**config.mk**
```make
export PLATFORM = sky130hd
export DESIGN_NAME = memi_arb
export DESIGN_NICKNAME = d
export VERILOG_FILES = /design/src/rtl/memi_arb.sv
export SDC_FILE = /design/constraint.sdc
export NUM_CORES = 1
export LEC_CHECK = 0
export ABC_AREA = 1
export BUFFER_PORTS_ARGS = -buffer_cell sky130_fd_sc_hd__buf_2
export CORE_ASPECT_RATIO = 1.1
export CORE_MARGIN = 2
export CORE_UTILIZATION = 43
export CTS_CLUSTER_DIAMETER = 150
export DETAILED_ROUTE_END_ITERATION = 10
export PLACE_DENSITY_LB_ADDON = 0.05
export REMOVE_ABC_BUFFERS = 1
export SLEW_MARGIN = 30
export SYNTH_ARGS = -nofsm -noshare
export SYNTH_HDL_FRONTEND = slang
export SYNTH_SLANG_ARGS = --single-unit
```
**constraint.sdc**
```tcl
create_clock -name clk -period 1.2 [get_ports clk]
set_input_delay 0.06 -clock clk [delete_from_list [all_inputs] [get_ports clk]]
set_output_delay 0.06 -clock clk [all_outputs]
set_load 0.1 [all_outputs]
```
**src/rtl/memi_arb.sv**
```systemverilog
// memi_arb: fetch/debug arbiter for the single memi read port, with a one-deep
// response slot per requester and a saturating contention counter. Rev 1.0
`default_nettype none

`ifndef MEMI_SIZE_LOG
`define MEMI_SIZE_LOG 10
`endif
`ifndef INST_LEN
`define INST_LEN 32
`endif

module memi_arb #(
  parameter int ADDR_W = `MEMI_SIZE_LOG,
  parameter int DATA_W = `INST_LEN,
  parameter int CNT_W  = 8
) (
  input  logic              clk,
  input  logic              rst_n,
  input  logic              f_req_valid,
  input  logic [ADDR_W-1:0] f_req_addr,
  output logic              f_req_ready,
  output logic              f_resp_valid,
  output logic [DATA_W-1:0] f_resp_data,
  input  logic              f_resp_ready,
  input  logic              d_req_valid,
  input  logic [ADDR_W-1:0] d_req_addr,
  output logic              d_req_ready,
  output logic              d_resp_valid,
  output logic [DATA_W-1:0] d_resp_data,
  input  logic              d_resp_ready,
  output logic [ADDR_W-1:0] mem_addr,
  input  logic [DATA_W-1:0] mem_data,
  output logic [CNT_W-1:0]  conflict_cnt
);

  typedef enum logic {PRIO_F = 1'b0, PRIO_D = 1'b1} prio_t;

  prio_t prio;
  logic  f_elig, d_elig;
  logic  grant_f, grant_d;

  // A full slot is still eligible when it drains this cycle.
  assign f_elig = f_req_valid && (!f_resp_valid || f_resp_ready);
  assign d_elig = d_req_valid && (!d_resp_valid || d_resp_ready);

  // Grants are masked during reset so nothing is accepted while state is cleared.
  always_comb begin
    grant_f = 1'b0;
    grant_d = 1'b0;
    if (rst_n) begin
      if (f_elig && d_elig) begin
        grant_f = (prio == PRIO_F);
        grant_d = (prio == PRIO_D);
      end else begin
        grant_f = f_elig;
        grant_d = d_elig;
      end
    end
  end

  assign f_req_ready = grant_f;
  assign d_req_ready = grant_d;
  assign mem_addr    = grant_d ? d_req_addr : f_req_addr;

  always_ff @(posedge clk or negedge rst_n) begin
    if (!rst_n) begin
      f_resp_valid <= 1'b0;
      f_resp_data  <= '0;
    end else if (grant_f) begin
      f_resp_valid <= 1'b1;
      f_resp_data  <= mem_data;
    end else if (f_resp_ready) begin
      f_resp_valid <= 1'b0;
    end
  end

  always_ff @(posedge clk or negedge rst_n) begin
    if (!rst_n) begin
      d_resp_valid <= 1'b0;
      d_resp_data  <= '0;
    end else if (grant_d) begin
      d_resp_valid <= 1'b1;
      d_resp_data  <= mem_data;
    end else if (d_resp_ready) begin
      d_resp_valid <= 1'b0;
    end
  end

  always_ff @(posedge clk or negedge rst_n) begin
    if (!rst_n) begin
      prio <= PRIO_F;
    end else if (grant_f) begin
      prio <= PRIO_D;
    end else if (grant_d) begin
      prio <= PRIO_F;
    end
  end

  always_ff @(posedge clk or negedge rst_n) begin
    if (!rst_n) begin
      conflict_cnt <= '0;
    end else if (f_elig && d_elig && (conflict_cnt != {CNT_W{1'b1}})) begin
      conflict_cnt <= conflict_cnt + CNT_W'(1);
    end
  end

endmodule

`default_nettype wire

```
### After elaboration in Yosys (flattened, before gate mapping)

Index checks and enable logic that the tools add are counted.

* equal/unequal tests: 1
* $add $sub $neg: 1
* muxes and demuxes: 11
* bitwise logic cells: 1
* reduce and logical (&&, ||, !) cells: 11

Operators by type and width (count)
* two-way mux 1 bit: 10
* two-way mux 10 bit: 1
* adder 8 x 1 -> 8 bit, second input constant: 1
* != test 8 bit, second input constant: 1
* nonzero test 2 bit: 3
* logical AND 1 bit: 4
* logical NOT 1 bit: 2
* logical OR 1 bit: 2
* inverter 1 bit: 1

* output and inout bits: 86
* input bits: 58
* register bits: 75

### Logic depth before layout (Yosys ltp)

* depth after elaboration: 8
* mapped depth: 8

### Worst setup path after synthesis

Ideal clock, no wire load.

* path type: reg-to-output
* start point: reg d_resp_valid
* end point: out mem_addr[0]
* stages on the path, launching flop included: 8
* arrival: 2312 ps
* slack: -1172 ps
* path through: dfrtp_1 inv_1 o21ai_2 nor2_4 nand2_4 buf_4 nand2_1 nand2_1

* cells in the longest elaborated chain, start to end: 7

RTL lines
* from (decl): line 28 `output logic d_resp_valid,`
* from (signal assigned): line 79 `d_resp_valid <= 1'b0;`
* from (signal assigned): line 82 `d_resp_valid <= 1'b1;`
* from (signal assigned): line 85 `d_resp_valid <= 1'b0;`
* logical NOT 1 bit (*): line 44 `assign d_elig = d_req_valid && (!d_resp_valid || d_resp_ready);`
* logical OR 1 bit (*): line 44
* logical AND 1 bit (*): line 44
* logical AND 1 bit: line 51 `if (f_elig && d_elig) begin`
* two-way mux 1 bit (*): line 51
* two-way mux 1 bit (*): line 50 `if (rst_n) begin`
* two-way mux 10 bit (*): line 63 `assign mem_addr = grant_d ? d_req_addr : f_req_addr;`
* to (decl): line 31 `output logic [ADDR_W-1:0] mem_addr,`

Mark *: on every way between the ends. The rest lies on a longest branch, timed or not.

### Final worst setup path

* start point: reg prio
* end point: out mem_addr[8]

* cells in the longest elaborated chain, start to end: 3

RTL lines
* from (decl): line 38 `prio_t prio;`
* from (signal assigned): line 91 `prio <= PRIO_F;`
* from (signal assigned): line 93 `prio <= PRIO_D;`
* from (signal assigned): line 95 `prio <= PRIO_F;`
* two-way mux 1 bit: line 51
* two-way mux 1 bit: line 50
* two-way mux 10 bit: line 63

No other way between the ends.

==> results.ini <==
[worst_hold_path]
hp-class = input port to flip-flop

[yosys]
synth_cell_type_count = 18
synth_area_um2 = 3380
yosys_warnings = 0
synth_seq_cells = 75
synth_top_area_share = 0.555
synthCells = 411
synth_largest_area_cell = dfrtp_1
syn_area_per_cell_um2 = 8.23
synth_seq_area_share = 0.555
synthTopCellsByArea = dfrtp_1, nand2_1, nand3_1, buf_2, inv_1

[worst_setup_path]
cpPeakStageDelay_ns = 0.46
critPathArrivalTime_ns = 1.71
criticalPathCategory = flip-flop to output port
cp.required_ns = 1.14
end_kind = output port
worstPathCellList = inv_1 -> nand2_8 -> buf_4 -> nand3_2 -> nand2_2 -> buf_12
slowest_stage = dfrtp_1
crit_fanout = 6
worst_setup_path_start_kind = flip-flop
cp_num_buf_inv = 3
critPathTopFamily = buffers and inverters

[route]
drt_drc_violations_left = 0
drt-vias-per-instance = 5.22
first_iter_violations = 235
dr_total_vias = 3975
first_pass_iters = 5
drt_wl_total_um = 13600
wl_per_cell_um = 17.9
ant_nets = 0

[clock_network]
tritoncts = built
cts_root_buffer = clkbuf_8
htreeDepth = 3
clk_pin_slew_worst_paths_ns = 0.08
clk_latency_ns = 0.36
numCtsBuffers = 9
cts_buffer_depth = 2
cts_num_sinks = 75

[placement]
port_buffers = 143
preCtsSetupSlack_ns = -0.161
dp_hpwl_um = 6680
gp_routability_congestion = 0.794

[run_status]
status = complete, but fails checks
violations = setup timing

[final_layout]
final_util = 0.890
final-seq-area_um2 = 1880
drive_gt1_frac = 0.563
n_antenna_cell = 0
nets = 711
n_fill_cell = 332
area_growth_pct = 98.8
multi_input_area_um2 = 1940

[timing]
fin_crit_sh = 1.47
slew_viol_final = 0
setup_viol = 90
final-hold-violation-count = 0
rsz0062_at_grt = yes
slew_headroom = 0.677
tightest_slew_ns = 0.488
post-route-min-period_ns = 1.77
setup_slack_ns = -0.567
fin_skew_ns = 0.0112
fmaxAchievable_mhz = 566

[die]
die_w_um = 88.6
die_y_um = 97.1
design.die.area_um2 = 8600
start_util = 0.448
core_um2 = 7560
io_pins = 144
rows = 33

[power]
peakVddDrop_uv = 1410
p_leak_nw = 3.42
power_density_nw_per_um2 = 2080
finalPower_mw = 14.0

[grt]
antenna_found_initial = 0
overflow = 0
grt_pass1_wl_um = 18500
grt_start_max_net_pins = 76
grt_pass1_vias = 3837
grt_usage = 0.277

[job]
maxCapViolCount = 0

[repair_timing]
action / CTS / global route
setup endpoints to repair: 107 / 133
hold buffers: 35 / 0
gates resized for setup: 95 / 197
endpoints found under the hold margin: 141 / 0
pin swaps: 23 / 26
buffers inserted: 24 / 14
cloned: 8 / 4
[metal layers]
metal  GRT usage  share of wire
met4      0.0874          0.030
met2       0.489           0.53
met1       0.331           0.37
met5           0              0
met3      0.0578          0.065
[Yosys cell counts, drive strengths merged]
cell type / instances
buf: 21
dfrtp: 75
ha: 1
inv: 16
nand2: 193
nand3: 84
nand3b: 1
nor2: 13
o21ai: 6
xor2: 1
[final timing paths]
path | startpoint | endpoint | slack (ns) | depth (start not counted)
hold reg to reg | f_resp_data[31] | f_resp_data[31] | 0.48 | 2
min in group asynchronous | rst_n | conflict_cnt[3] | 0.33 | 3
hold / removal | d_req_valid | conflict_cnt[4] | 0.20 | 6
setup reg to reg | d_resp_valid | prio | -0.48 | 11
setup / recovery | prio | mem_addr[8] | -0.57 | 6
max in group asynchronous | rst_n | conflict_cnt[6] | 0.54 | 3
[cells by family after synthesis]
logic type | Yosys count | synth area share
and+or+nand+nor | 291 | 0.374
DFF | 75 | 0.555
buffers and inverters | 37 | 0.0540
AOI/OAI and AO/OA | 6 | 0.0111
xor gates and xnor gates | 1 | 0.00259
adders and majority gates | 1 | 0.00370
[state kept, by name, summed over array words and instances, names as in the netlist]
register	count
f_resp_data	32
f_resp_valid	1
d_resp_valid	1
conflict_cnt	8
d_resp_data	32
prio	1
[cell type report]
cell class                      instances  area share
Timing Repair Buffer                  250       0.375
Multi-Input combinational cell        300       0.288
Sequential cell                        75       0.279
Tap cell                              105      0.0195
Clock buffer                           10      0.0190
Clock inverter                          6     0.00967
Inverter                               16     0.00967
[worst min-delay path, delay by kind of cell]
kind	cells	cell delay (ns)
compound gates	1	0.07
buf+inv	2	0.24
simple gates	3	0.16
[power by group]
group | internal [mW] | switching (mW)
combinational | 2.26 | 6.15
clock | 0.966 | 1.01
sequential | 3.10 | 0.520
total | 6.33 | 7.68
[through the flow]
step	area, um2	TNS, ns	hold WS, ns	instances
floorplan	3260	-94.13	-0.236	390
global placement	4770	-5.38	0.143	675
detailed placement	4770	-6.90	0.137	675
CTS	6010	-24.51	0.132	753
global route	6730	-37.39	0.214	762
finish	6730	-32.03	0.201	762
[cells in the final DEF (no fill, tap or decap), types with 2 or more instances in the layout]
cell type	synthesis	layout
buf_12	0	36
buf_16	0	4
buf_2	14	57
buf_4	7	54
buf_6	0	14
buf_8	0	6
clkbuf_16	0	4
clkbuf_4	0	40
clkbuf_8	0	9
clkinv_2	0	2
dfrtp_1	75	74
dlygate4sd3_1	0	35
inv_1	15	12
inv_2	1	2
inv_4	0	2
nand2_1	188	100
nand2_2	3	63
nand2_4	2	28
nand2_8	0	3
nand3_1	83	56
nand3_2	0	24
nand3_4	1	4
nor2_1	7	4
nor2_4	3	9
o21ai_2	2	2
o21ai_4	0	2
Note: power is estimated with default switching activity, not from simulation.
